--- src/rtl/reg_bank_pkg.sv ---
`default_nettype none
// ============================================================================
// Module  : reg_bank_pkg
// Purpose : Shared constants for the arbitrated register bank: FSM state
//           encoding and the default bank geometry.
// Ports   : none (package)
// Revision: 1.0 - initial release
// ============================================================================
package reg_bank_pkg;

  localparam int DEF_WIDTH = 8;  // data bits per bank word
  localparam int DEF_AW    = 3;  // address bits; depth = 2**AW

  localparam logic [1:0] ST_IDLE   = 2'd0;
  localparam logic [1:0] ST_ACCESS = 2'd1;
  localparam logic [1:0] ST_DONE   = 2'd2;

endpackage
`default_nettype wire

--- src/rtl/reg_word.sv ---
`default_nettype none
// ============================================================================
// Module  : reg_word
// Purpose : One storage word of the register bank: WIDTH-bit register with a
//           synchronous load enable and an asynchronous active-low clear.
// Ports   : clk     - rising-edge clock
//           clear_n - asynchronous active-low clear (word -> 0)
//           load    - load d into the word at the next rising edge
//           d       - write data
//           q       - stored word
// Revision: 1.0 - initial release
// ============================================================================
module reg_word
  import reg_bank_pkg::*;
#(
  parameter int WIDTH = DEF_WIDTH
) (
  input  logic             clk,
  input  logic             clear_n,
  input  logic             load,
  input  logic [WIDTH-1:0] d,
  output logic [WIDTH-1:0] q
);

  always_ff @(posedge clk or negedge clear_n) begin
    if (!clear_n) begin
      q <= '0;
    end else if (load) begin
      q <= d;
    end
  end

endmodule
`default_nettype wire

--- src/rtl/reg_bank_arbiter.sv ---
`default_nettype none
// ============================================================================
// Module  : reg_bank_arbiter
// Purpose : Owns a 2**AW x WIDTH register bank and serialises single read or
//           write transactions from two requesters with a round-robin
//           arbiter. One transaction occupies IDLE -> ACCESS -> DONE.
// Ports   : clk                 - rising-edge clock
//           reset               - asynchronous active-low reset (clears bank)
//           req0/we0/addr0/wdata0 - requester 0 request and its fields
//           gnt0/done0          - requester 0 accept / complete pulses
//           req1/we1/addr1/wdata1 - requester 1 request and its fields
//           gnt1/done1          - requester 1 accept / complete pulses
//           rdata               - read result, valid with done0/done1
// Revision: 1.0 - initial release
// ============================================================================
module reg_bank_arbiter
  import reg_bank_pkg::*;
#(
  parameter int WIDTH = DEF_WIDTH,
  parameter int AW    = DEF_AW
) (
  input  logic             clk,
  input  logic             reset,
  input  logic             req0,
  input  logic             we0,
  input  logic [AW-1:0]    addr0,
  input  logic [WIDTH-1:0] wdata0,
  output logic             gnt0,
  output logic             done0,
  input  logic             req1,
  input  logic             we1,
  input  logic [AW-1:0]    addr1,
  input  logic [WIDTH-1:0] wdata1,
  output logic             gnt1,
  output logic             done1,
  output logic [WIDTH-1:0] rdata
);

  localparam int DEPTH = 1 << AW;

  logic [1:0]       state;
  logic             owner;      // requester currently being served
  logic             last;       // requester served most recently
  logic             lat_we;
  logic [AW-1:0]    lat_addr;
  logic [WIDTH-1:0] lat_wdata;

  logic [WIDTH-1:0] word_q [DEPTH];
  logic             write_en;
  logic             pick1;

  // Requester 1 wins when alone, or on a tie when requester 0 went last.
  assign pick1    = req1 && (!req0 || !last);
  assign write_en = (state == ST_ACCESS) && lat_we;

  for (genvar i = 0; i < DEPTH; i++) begin : g_word
    reg_word #(
      .WIDTH (WIDTH)
    ) u_word (
      .clk     (clk),
      .clear_n (reset),
      .load    (write_en && (lat_addr == AW'(i))),
      .d       (lat_wdata),
      .q       (word_q[i])
    );
  end

  always_ff @(posedge clk or negedge reset) begin
    if (!reset) begin
      state     <= ST_IDLE;
      owner     <= 1'b0;
      last      <= 1'b1;   // makes requester 0 win the first tie
      lat_we    <= 1'b0;
      lat_addr  <= '0;
      lat_wdata <= '0;
      gnt0      <= 1'b0;
      gnt1      <= 1'b0;
      done0     <= 1'b0;
      done1     <= 1'b0;
      rdata     <= '0;
    end else begin
      // gnt/done are single-cycle pulses
      gnt0  <= 1'b0;
      gnt1  <= 1'b0;
      done0 <= 1'b0;
      done1 <= 1'b0;
      case (state)
        ST_IDLE: begin
          if (req0 || req1) begin
            owner     <= pick1;
            lat_we    <= pick1 ? we1    : we0;
            lat_addr  <= pick1 ? addr1  : addr0;
            lat_wdata <= pick1 ? wdata1 : wdata0;
            gnt0      <= !pick1;
            gnt1      <= pick1;
            state     <= ST_ACCESS;
          end
        end
        ST_ACCESS: begin
          // The bank word itself loads via write_en; reads update rdata.
          if (!lat_we) begin
            rdata <= word_q[lat_addr];
          end
          last  <= owner;
          done0 <= !owner;
          done1 <= owner;
          state <= ST_DONE;
        end
        ST_DONE: begin
          state <= ST_IDLE;
        end
        default: begin
          state <= ST_IDLE;
        end
      endcase
    end
  end

endmodule
`default_nettype wire

--- config.mk ---
export PLATFORM = sky130hd
export DESIGN_NAME = reg_bank_arbiter
export DESIGN_NICKNAME = d
export VERILOG_FILES = /design/src/rtl/reg_bank_pkg.sv /design/src/rtl/reg_word.sv /design/src/rtl/reg_bank_arbiter.sv
export SDC_FILE = /design/constraint.sdc
export NUM_CORES = 1
export LEC_CHECK = 0
export CELL_PAD_IN_SITES_DETAIL_PLACEMENT = 1
export CELL_PAD_IN_SITES_GLOBAL_PLACEMENT = 1
export CORE_ASPECT_RATIO = 1.5
export CORE_MARGIN = 4
export CORE_UTILIZATION = 51
export DETAILED_ROUTE_END_ITERATION = 16
export GPL_ROUTABILITY_DRIVEN = 0
export PLACE_DENSITY_LB_ADDON = 0.25
export SLEW_MARGIN = 30
export SYNTH_ARGS = -nofsm -noshare
export SYNTH_HDL_FRONTEND = slang
export SYNTH_SLANG_ARGS = --single-unit
--- constraint.sdc ---
create_clock -name clk -period 4 [get_ports clk]
set_input_delay 1.2 -clock clk [delete_from_list [all_inputs] [get_ports clk]]
set_output_delay 1.2 -clock clk [all_outputs]
set_load 0.1 [all_outputs]
* Word level (Yosys, flattened, before mapping) *
Index checks and enable logic that the tools add are counted.

word-level totals
  bits in registers = 92
  logic and storage cells = 65

operators by class
  $lt $le $gt $ge = 1
  eq/ne operators = 9
  multiplexer cells = 14
  bitwise logic cells = 2
  reduce and logical (&&, ||, !) cells = 20

operators with widths
  operator                                                  number
  binary-select mux 8 bit (select 3 bit)                    1
  2-to-1 mux 8 bit                                          3
  == test 3 bit, second input constant                      4
  logical AND 1 bit                                         10
  2-to-1 mux 1 bit                                          7
  == test 3 x 2 -> 1 bit, second input constant             2
  greater-or-equal comparator 4 bit, second input constant  1
  zero test 1 bit                                           4
  NOT 3 -> 4 bit                                            1
  one-hot mux 2 bit (2 select lines)                        1
  AND reduction 2 bit                                       2
  == test 3 x 1 -> 1 bit, second input constant             1
  zero test 3 bit                                           1
  2-to-1 mux 3 bit                                          1
  == test 2 x 1 -> 1 bit, second input constant             1
  zero test 2 bit                                           1
  logical OR 1 bit                                          2
  2-to-1 mux 2 bit                                          1
  != test 2 bit, second input constant                      1
  NOT 1 bit                                                 1

* Depth between registers and ports, before layout *
Gate-level depths: netlist (run 1).

  depth after elaboration = 6
  depth in mapped cells = 7
  depth with buffers taken out = 4

* Cells and area by module *
A second synthesis (run 1) with hierarchy kept.

second synthesis, totals
  cells, all modules = 298
  area total of the unflattened synthesis = 4371.7 sq um

modules (own cells, without submodules)
  module            times used  cells each  area an instance (sq um)  seq. area each (sq um)
  reg_word          8           17          331.6                     200.2
  reg_bank_arbiter  1           162         1719.1                    701.9

* Worst setup path after synthesis (run 1) *
No wires, ideal clock.

  kind = input port to flip-flop
  start = in req1
  end = reg lat_wdata[1]
  setup time = 0.126 ns
  arrival time = 1.986 ns
  required time = 3.874 ns
  path slack = 1.888 ns
  stages on the path = 5
  buffers on the path = 1
  cell sequence = nand2b_1 -> and3_1 -> clkbuf_1 -> and2_1 -> a221o_1

between the ends
  word-level cells in the longest chain between the ends = 2
  elaborated cells on any way between the ends = 4
  classes of those cells = mux: 1; reduce/logical: 3

ends and longest elaborated chain
  element                                                  RTL line                                        source
  start, declared                                          reg_bank_arbiter.sv:30                          input logic req1,
  logical AND 1 bit or logical OR 1 bit (tied branches)    reg_bank_arbiter.sv:53, reg_bank_arbiter.sv:89
  2-to-1 mux 8 bit or AND reduction 2 bit (tied branches)  --
  end signal, assigned                                     reg_bank_arbiter.sv:93                          lat_wdata <= pick1 ? wdata1 : wdata0;
  end, declared                                            reg_bank_arbiter.sv:46                          logic [WIDTH-1:0] lat_wdata;

Parallel ways exist; a longest one is shown, timed or not.
A chain may end at the register's enable or synchronous reset.

* Worst setup path after layout (run 1) *
  start = reg rdata[0]
  end = out rdata[0]

RTL lines
  element                 RTL line                 source
  start, declared         reg_bank_arbiter.sv:36   output logic [WIDTH-1:0] rdata
  start signal, assigned  reg_bank_arbiter.sv:102  rdata <= word_q[lat_addr];

No word-level cell between the ends.

==> results.yml, run 1 <==
status:
  status: "complete, no violations"
timing:
  slew_violations: 0
  rsz0062_at_grt: "false"
  clock.fmax_mhz: 331
  clock_skew_ns: 0.00583
  final-hold-violation-count: 0
  layout_min_cycle_time_ns: 3.03
  tns_ns: 0
  max-slew-margin-rel_pct: 34.6
  setup_viol: 0
  period_share_pct: 75.6
  worst_pin_slew_ns: 0.977
  hold_ws_ns: 0.485
detailed_routing:
  vias_per_cell: 5.93
  wl_per_cell_um: 23.4
  drtPass1Iterations: 4
  detail-route-antenna-nets: 0
  drtIter0Drc: 231
  num_vias: 2580
  drc: 0
  finalWirelength_um: 10200
pwr:
  powerDensity_nw_per_um2: 822
  ir_drop_v: 0.000528
  p_leak_nw: 2.23
synth:
  async_flop_share_pct: 100
  seq_area_frac_synth_pct: 55.9
  yosys.area_share.simple_pct: 7.98
  syn_area_um2: 4120
  synth_edf_count: 0
  synthMuxAreaShare_pct: 25.7
  synth_cell_types: 37
  synthCells: 289
  synth_top_flop_cell: "dfrtp_1"
  ys_warn_count: 0
  synth_top_family_by_area: "multiplexers"
  syn-num-nets: 317
  ys_ff_latch: 92
  syn_avg_cell_area_um2: 14.3
  synth-compound-area-share_pct: 7.80
  synthXorXnorAreaFrac_pct: 0
  synth_fa_ha_area_share_pct: 0
floorplan:
  die_h_um: 118
  rows: 39
  ios: 40
  core_area_um2: 7760
  dieWidth_um: 81.4
  initial_core_util_pct: 53.1
  dieArea_um2: 9620
global_route:
  antenna_found_initial: 0
  grt_max_degree: 62
  grt_pass1_vias: 3003
  grt.total_usage_pct: 23.5
  grt_overflow_total: 0
  grt_first_pass_wirelength_um: 16500
setup_path:
  max_stage_delay_ns: 1.14
  required_ns: 2.80
  path_buf_inv: 1
  path_delay_family: "buffers and inverters"
  worstPathCellList: "clkdlybuf4s50_1"
  setup.worst_path.end_class: "output pin"
  setup.worst_path.class: "register to output pin"
  crit_path_top_delay_cell: "clkdlybuf4s50_1"
  cp_data_arrival_time_ns: 1.83
  startpoint_type: "register"
  path_max_fanout: 2
clock_tree:
  clkSinkCount: 92
  tritoncts: "done"
  post_cts_resized: 0
  clkLatencyLatePin_ns: 0.34
  ctsHoldBuffers: 0
  path_clk_slew_ns: 0.06
  numCtsBuffers: 9
  post_cts_buffers: 0
  root_buffer: "clkbuf_16"
  htreeDepth: 3
  clockBufferDepth: 2
worst_hold_path:
  hp-class: "register to register"
final_layout:
  num-nets-final: 356
  area_growth_pct: 19.2
  antenna_cells_inserted: 0
  layout-drive-gt1-share_pct: 33.6
placed_design:
  dp.final_hpwl_um: 6950
  io_buffers: 39
flow_run:
  cap_violations: 0
[tightest hold or removal path, delay by kind of cell (launching register included)]
kind | cells | cell delay (ns)
AOI/OAI and AO/OA | 1 | 0.06
and+or+nand+nor | 1 | 0.05
DFF | 1 | 0.34
[state kept, by name, summed over array words and instances (netlist names)]
| signal | count |
|---|---|
| done1 | 1 |
| g_word.u_word.q | 64 |
| state | 2 |
| last | 1 |
| rdata | 8 |
| lat_we | 1 |
| gnt1 | 1 |
| owner | 1 |
| lat_wdata | 8 |
| lat_addr | 3 |
| gnt0 | 1 |
| done0 | 1 |
[final cells by class]
class | instances | area [um^2]
clock buffers | 13 | 270
multi-input cells | 179 | 1710
repair buffers | 44 | 425
fillers | 714 | 2850
clock inverters | 3 | 67.6
flip-flops and latches | 92 | 2300
inverters | 2 | 7.51
well taps | 102 | 128
[layer usage]
| layer | vias to the layer above | routed length (um) | GRT usage [%] |
|---|---|---|---|
| met5 | - | 0 | 0 |
| met4 | 0 | 279 | 9.20 |
| met3 | 23 | 327 | 4.98 |
| met2 | 69 | 5490 | 40.5 |
| met1 | 1335 | 4090 | 27.8 |
| li1 | 1153 | - | - |
[cell usage in the layout, fill, tap and decap left out, drive strengths merged, types with 2 or more instances in the layout]
cell type and count:
buf 6, o21ai 4, bufinv 2, mux2i 14, dfrtp 91, a221o 11, and2 12, clkbuf 13
a22oi 2, mux4 2, nor3 4, nor2 9, o221ai 12, nand2b 4, inv 2, a21o 2
nand3 2, nor2b 4, a22o 4, clkdlybuf4s50 38, mux2 75, nand2 11
[report_power, final]
| group | switching, mW | leakage [nW] | internal (mW) |
|---|---|---|---|
| logic | 0.860 | 0.864 | 0.631 |
| registers | 0.341 | 1.21 | 1.25 |
| clock network | 0.351 | 0.162 | 0.599 |
[synthesized netlist by cell type, types with 2 or more instances]
library cell / instances / area, um^2
a21o_1: 2 / 15.0
a221o_1: 11 / 110
a22o_1: 4 / 35.0
a22oi_1: 2 / 15.0
and2_0: 9 / 56.3
and2_1: 3 / 18.8
buf_2: 6 / 30.0
buf_4: 3 / 22.5
buf_6: 3 / 33.8
clkbuf_1: 4 / 15.0
dfrtp_1: 91 / 2280
inv_1: 2 / 7.51
mux2_2: 67 / 754
mux2_4: 8 / 120
mux2i_1: 14 / 140
mux4_2: 2 / 45.0
nand2_1: 8 / 30.0
nand2_2: 3 / 18.8
nand2b_1: 4 / 25.0
nor2_1: 5 / 18.8
nor2_4: 3 / 33.8
nor2b_1: 2 / 12.5
nor2b_4: 2 / 27.5
nor3_1: 4 / 20.0
o21ai_0: 4 / 20.0
o221ai_1: 12 / 105
[path summary, 6_finish.rpt]
kind | slack [ns] | endpoint | startpoint | cells past startpoint
max | 0.97 | rdata[0] | rdata[0]$_DFFE_PN0P_ | 1
min | 0.49 | rdata[6]$_DFFE_PN0P_ | rdata[6]$_DFFE_PN0P_ | 2
max reg2reg | 1.78 | g_word[3].u_word.q[1]$_DFFE_PN0P_ | lat_addr[0]$_DFFE_PN0P_ | 3
min reg2reg | 0.49 | rdata[6]$_DFFE_PN0P_ | rdata[6]$_DFFE_PN0P_ | 2
max in group asynchronous | 2.25 | last$_DFFE_PN1N_ | reset | 2
min in group asynchronous | 0.95 | g_word[3].u_word.q[3]$_DFFE_PN0P_ | reset | 1
[cell families after synthesis]
kind of cell	Yosys count
DFF	92
buffers and inverters	18
AOI/OAI and AO/OA	38
muxes	91
and+or+nand+nor	50
[metrics by stage]
stage	util, %	instance area (um^2)	power, mW	setup slack, ns	cells
2_1_floorplan	-	4120	2.65	1.89	289
3_3_place_gp	59.0	4570	2.99	1.35	419
3_5_place_dp	59.0	4570	3.08	1.26	419
4_1_cts	63.3	4910	4.06	0.950	435
5_1_grt	63.3	4910	4.23	0.923	435
6_report	63.3	4910	4.04	0.974	435
(Power assumes the default switching activity.)
==> run 2, diff against run 1 <==
--- a/config.mk
+++ b/config.mk
@@ -9,7 +9,7 @@
 export CELL_PAD_IN_SITES_GLOBAL_PLACEMENT = 1
 export CORE_ASPECT_RATIO = 1.5
 export CORE_MARGIN = 4
-export CORE_UTILIZATION = 51
+export CORE_UTILIZATION = 43
 export DETAILED_ROUTE_END_ITERATION = 16
 export GPL_ROUTABILITY_DRIVEN = 0
 export PLACE_DENSITY_LB_ADDON = 0.25
==> constraint.sdc (replaced) <==
create_clock -name clk -period 2.7 [get_ports clk]
set_input_delay 0.81 -clock clk [delete_from_list [all_inputs] [get_ports clk]]
set_output_delay 0.81 -clock clk [all_outputs]
set_load 0.1 [all_outputs]
==> run 2 against run 1 <==
Global-route usage is 4.4 points lower; first-iteration DRC count is 58% lower; critical path depth is 3 higher; via count is 0.85% lower; register-to-register slack worse by 1.0 ns; largest cell class unchanged; largest power group unchanged; highest routed layer unchanged.
==> results.yml, run 2 (synthesis gave the netlist of run 1 again) <==
status:
  status: "complete, no violations"
setup_path:
  cp_data_arrival_time_ns: 2.17
  reg2reg_depth: 4
  crit_start: "state[1]$_DFFE_PN0P_"
  cp-endpoint: "g_word[5].u_word.q[2]$_DFFE_PN0P_"
  setup.worst_path.end_class: "register"
  setup.worst_path.class: "register to register"
  path_max_fanout: 8
  required_ns: 2.93
  worstReg2RegStart: "state[1]$_DFFE_PN0P_"
  startpoint_type: "register"
  reg2reg_to: "g_word[5].u_word.q[2]$_DFFE_PN0P_"
  r2r_setup_slack_ns: 0.76
placed_design:
  dp.final_hpwl_um: 6770
  io_buffers: 39
  placed_cells: 435
detailed_routing:
  drtIter0Drc: 98
  drtPass1Iterations: 4
  finalWirelength_um: 9600
  vias_per_cell: 5.67
  drc: 0
  detail-route-antenna-nets: 0
  wl_per_cell_um: 21.3
  num_vias: 2558
pwr:
  powerDensity_nw_per_um2: 1170
  design_power_total_mw: 5.73
  p_leak_nw: 2.27
  ir_drop_v: 0.000698
global_route:
  antenna_found_initial: 0
  grt_max_degree: 38
  grt_pass1_vias: 2892
  grt_first_pass_wirelength_um: 15700
  grt_overflow_total: 0
  grt.total_usage_pct: 19.0
timing:
  slew_violations: 0
  worst_pin_slew_ns: 0.676
  tns_ns: 0
  final-hold-violation-count: 0
  clock_skew_ns: 0.00692
  layout_min_cycle_time_ns: 1.94
  rsz0062_at_grt: "false"
  clock.fmax_mhz: 515
  setup_viol: 0
  max-slew-margin-rel_pct: 54.9
  period_share_pct: 71.9
clock_tree:
  htreeDepth: 3
  path_clk_slew_ns: 0.06
  clockBufferDepth: 2
  clkLatencyLatePin_ns: 0.34
  post_cts_resized: 0
  post_cts_buffers: 0
  root_buffer: "clkbuf_16"
  tritoncts: "done"
  clkSinkCount: 92
  numCtsBuffers: 9
  ctsHoldBuffers: 0
final_layout:
  num-nets-final: 362
  stdcell_count: 451
  mostFrequentLayoutCells: "91 x dfrtp_1, 67 x mux2_2, 26 x clkdlybuf4s50_1"
  area_growth_pct: 19.0
  top_register: "g_word.u_word.q"
  largest_register_ffs: 64
  largest_registers: "g_word.u_word.q (64), lat_wdata (8), rdata (8)"
  layout_commonest_cell: "dfrtp_1"
  antenna_cells_inserted: 0
  layout-drive-gt1-share_pct: 38.6
floorplan:
  ios: 40
  core_area_um2: 9310
  die_h_um: 128
  initial_core_util_pct: 44.3
  rows: 43
  dieArea_um2: 11300
  dieWidth_um: 88.0
flow_run:
  cap_violations: 0
worst_hold_path:
  hp-class: "primary input to asynchronous set/reset pin"
-- run 2: layer usage --
layer	vias to the layer above	track usage, %	part of all wire [%]
li1	1157	-	-
met1	1338	23.1	41
met2	50	32.6	54
met3	13	3.34	2.9
met4	0	8.22	1.9
met5	-	0	0
-- run 2: report_power, final --
part	internal (mW)	leakage, nW	switching [mW]
sequential	1.86	1.21	0.472
combinational	0.940	0.918	1.22
clock	0.713	0.149	0.521
total	3.51	2.27	2.22
-- run 2: how the worst min path moves through the flow --
stage	startpoint	endpoint	slack, ns	cells after the start
floorplan	owner$_DFFE_PN0P_	done0$_DFF_PN0_	0.43	1
global placement	rdata[1]$_DFFE_PN0P_	rdata[1]$_DFFE_PN0P_	0.47	2
detailed placement	rdata[6]$_DFFE_PN0P_	rdata[6]$_DFFE_PN0P_	0.48	2
CTS	reset	g_word[1].u_word.q[5]$_DFFE_PN0P_	0.44	1
global route	reset	rdata[5]$_DFFE_PN0P_	0.47	1
finish	reset	g_word[5].u_word.q[5]$_DFFE_PN0P_	0.44	1
-- run 2: critical path, stage by stage (launching register included) --
cell	delay, ns
dfrtp_1	0.42
nor2b_4	0.27
and3b_1	0.32
nor2b_4	0.47
mux2_4	0.34
-- run 2: layout make-up --
cell class	instances	area [um^2]
Timing Repair Buffer	50	453
Inverter	2	7.51
Multi-Input combinational cell	179	1710
Clock buffer	9	225
Sequential cell	92	2300
Fill cell	941	4400
Clock inverter	7	67.6
Tap cell	112	140
-- run 2: per-stage QoR --
stage | setup slack (ns) | hold slack (ns) | area [um^2] | util [%]
2_1_floorplan | 0.978 | 0.433 | 4120 | -
3_3_place_gp | 0.454 | 0.466 | 4610 | 49.6
3_5_place_dp | 0.410 | 0.476 | 4610 | 49.6
4_1_cts | 0.753 | 0.443 | 4910 | 52.7
5_1_grt | 0.656 | 0.466 | 4910 | 52.7
6_report | 0.760 | 0.438 | 4910 | 52.7
==> run 3, diff against run 2 <==
==> constraint.sdc (replaced) <==
create_clock -name clk -period 1.6 [get_ports clk]
set_input_delay 0.48 -clock clk [delete_from_list [all_inputs] [get_ports clk]]
set_output_delay 0.48 -clock clk [all_outputs]
set_load 0.1 [all_outputs]
==> run 3 against run 2 <==
The flow now finishes with violations (setup timing); global-route usage increased by 0.82 points; non-clock buffer count rose by 37; combinational power up 120%; clock power rose by 73%; sequential power increased by 70%; clock skew is 0.00075 ns lower; power up 89%; register-to-register slack lost 0.79 ns; utilization up 6.4 points; die area unchanged; largest power group is now combinational cells.
==> results.yml, run 3 (synthesis gave the netlist of run 1 again) <==
status:
  status: "complete, but fails checks"
  violations: "setup timing"
timing:
  max-slew-margin-rel_pct: 71.3
  period_share_pct: 102
  clock_skew_ns: 0.00616
  final-hold-violation-count: 0
  clock.fmax_mhz: 614
  slew_violations: 0
  worst_pin_slew_ns: 0.431
  setup_ws_ns: -0.0287
  rsz0062_at_grt: "true"
  setup_viol: 10
  layout_min_cycle_time_ns: 1.63
floorplan:
  die_h_um: 128
  dieWidth_um: 88.0
  rows: 43
  dieArea_um2: 11300
  initial_core_util_pct: 44.3
  ios: 40
  core_area_um2: 9310
final_layout:
  mostFrequentLayoutCells: "90 x dfrtp_1, 67 x mux2_2, 33 x buf_4"
  num-nets-final: 400
  layout-drive-gt1-share_pct: 47.7
  final_core_util_pct: 59.1
  area_growth_pct: 33.4
  fillerInstances: 903
  largest_registers: "g_word.u_word.q (64), lat_wdata (8), rdata (8)"
  antenna_cells_inserted: 0
  layout_commonest_cell: "dfrtp_1"
  largest_register_ffs: 64
  top_register: "g_word.u_word.q"
placed_design:
  io_buffers: 39
  dp.final_hpwl_um: 7390
  dp_slack_ns: -0.361
clock_tree:
  tritoncts: "done"
  clkLatencyLatePin_ns: 0.34
  root_buffer: "clkbuf_16"
  ctsHoldBuffers: 0
  clkSinkCount: 92
  clockBufferDepth: 2
  htreeDepth: 3
  path_clk_slew_ns: 0.06
  numCtsBuffers: 9
global_route:
  antenna_found_initial: 0
  grt_first_pass_wirelength_um: 16700
  grt_pass1_vias: 3073
  grt_overflow_total: 0
  grt.total_usage_pct: 19.8
  grt_max_degree: 31
pwr:
  p_leak_nw: 2.53
  powerDensity_nw_per_um2: 1970
  ir_drop_v: 0.00117
  design_power_total_mw: 10.8
setup_path:
  crit_path_top_delay_cell: "dfrtp_1"
  max_stage_delay_ns: 0.40
  setup.worst_path.class: "register to register"
  startpoint_type: "register"
  path_max_fanout: 4
  setup.worst_path.end_class: "register"
  cp_data_arrival_time_ns: 1.85
  path_delay_family: "simple AND/OR/NAND/NOR gates"
  path_buf_inv: 1
  required_ns: 1.82
  cp_common_cell: "nor2b_4"
  worstPathCellList: "nor2b_4 > and3b_2 > nor2b_4 > buf_6 > mux2_4"
detailed_routing:
  drtIter0Drc: 98
  detail-route-antenna-nets: 0
  finalWirelength_um: 10600
  drc: 0
  drtPass1Iterations: 4
  wl_per_cell_um: 21.7
  num_vias: 2689
  vias_per_cell: 5.50
flow_run:
  cap_violations: 0
worst_hold_path:
  hp-class: "primary input to asynchronous set/reset pin"
## run 3: cell count changes in the layout (fill, tap and decap cells not counted), sizes merged
cell | before | now
clkinvlp | 0 | 2
clkinv | 6 | 4
buf | 24 | 61
clkbuf | 9 | 10
## run 3: metal layers
layer | global-route usage [%] | vias to the layer above | part of all wire (%)
met3 | 2.83 | 17 | 2.8
met4 | 7.77 | 0 | 2.4
li1 | - | 1237 | -
met2 | 34.8 | 52 | 54
met5 | 0 | - | 0
met1 | 24.1 | 1383 | 41
## run 3: final cells by class
class,instances,area [um^2],area share [%]
sequential,92,2300,41.9
multi-input combinational,179,1770,32.1
timing repair buffer,87,967,17.6
clock buffer,10,239,4.35
tap,112,140,2.55
clock inverter,6,62.6,1.14
inverter,2,11.3,0.205
timing repair inverter,1,7.51,0.137
## run 3: timing repair
item,in CTS,in global routing
endpoints found under the setup margin,25,64
setup buffers,1,1
resized for setup,9,18
gates cloned,0,1
pin swaps,1,4
## run 3: through the flow
| stage | setup TNS, ns | instance area [um^2] | std cells | hold slack [ns] |
|---|---|---|---|---|
| global route | -1.63 | 5500 | 489 | 0.104 |
| floorplan | 0 | 4120 | 289 | 0.184 |
| detailed placement | -6.00 | 5050 | 470 | 0.448 |
| finish | -0.132 | 5500 | 489 | 0.0793 |
| CTS | -0.241 | 5410 | 487 | 0.0853 |
| global placement | -4.92 | 5050 | 470 | 0.444 |
## run 3: worst paths after layout
kind | startpoint | end | slack [ns] | depth (start not counted)
hold / removal | reset | rdata[0]$_DFFE_PN0P_ | 0.08 | 1
hold reg to reg | owner$_DFFE_PN0P_ | done0$_DFF_PN0_ | 0.50 | 1
min in group clk | owner$_DFFE_PN0P_ | done0$_DFF_PN0_ | 0.50 | 1
setup reg to reg | state[1]$_DFFE_PN0P_ | g_word[5].u_word.q[2]$_DFFE_PN0P_ | -0.03 | 5
max in group asynchronous | reset | state[0]$_DFFE_PN0P_ | 0.95 | 2
setup / recovery | state[1]$_DFFE_PN0P_ | g_word[5].u_word.q[2]$_DFFE_PN0P_ | -0.03 | 5
## run 3: power by group
part | leakage, nW | internal [mW] | switching [mW] | total (mW)
logic | 1.17 | 2.32 | 2.44 | 4.76
registers | 1.20 | 3.14 | 0.806 | 3.95
clock network | 0.153 | 1.25 | 0.880 | 2.13
total | 2.53 | 6.72 | 4.12 | 10.8
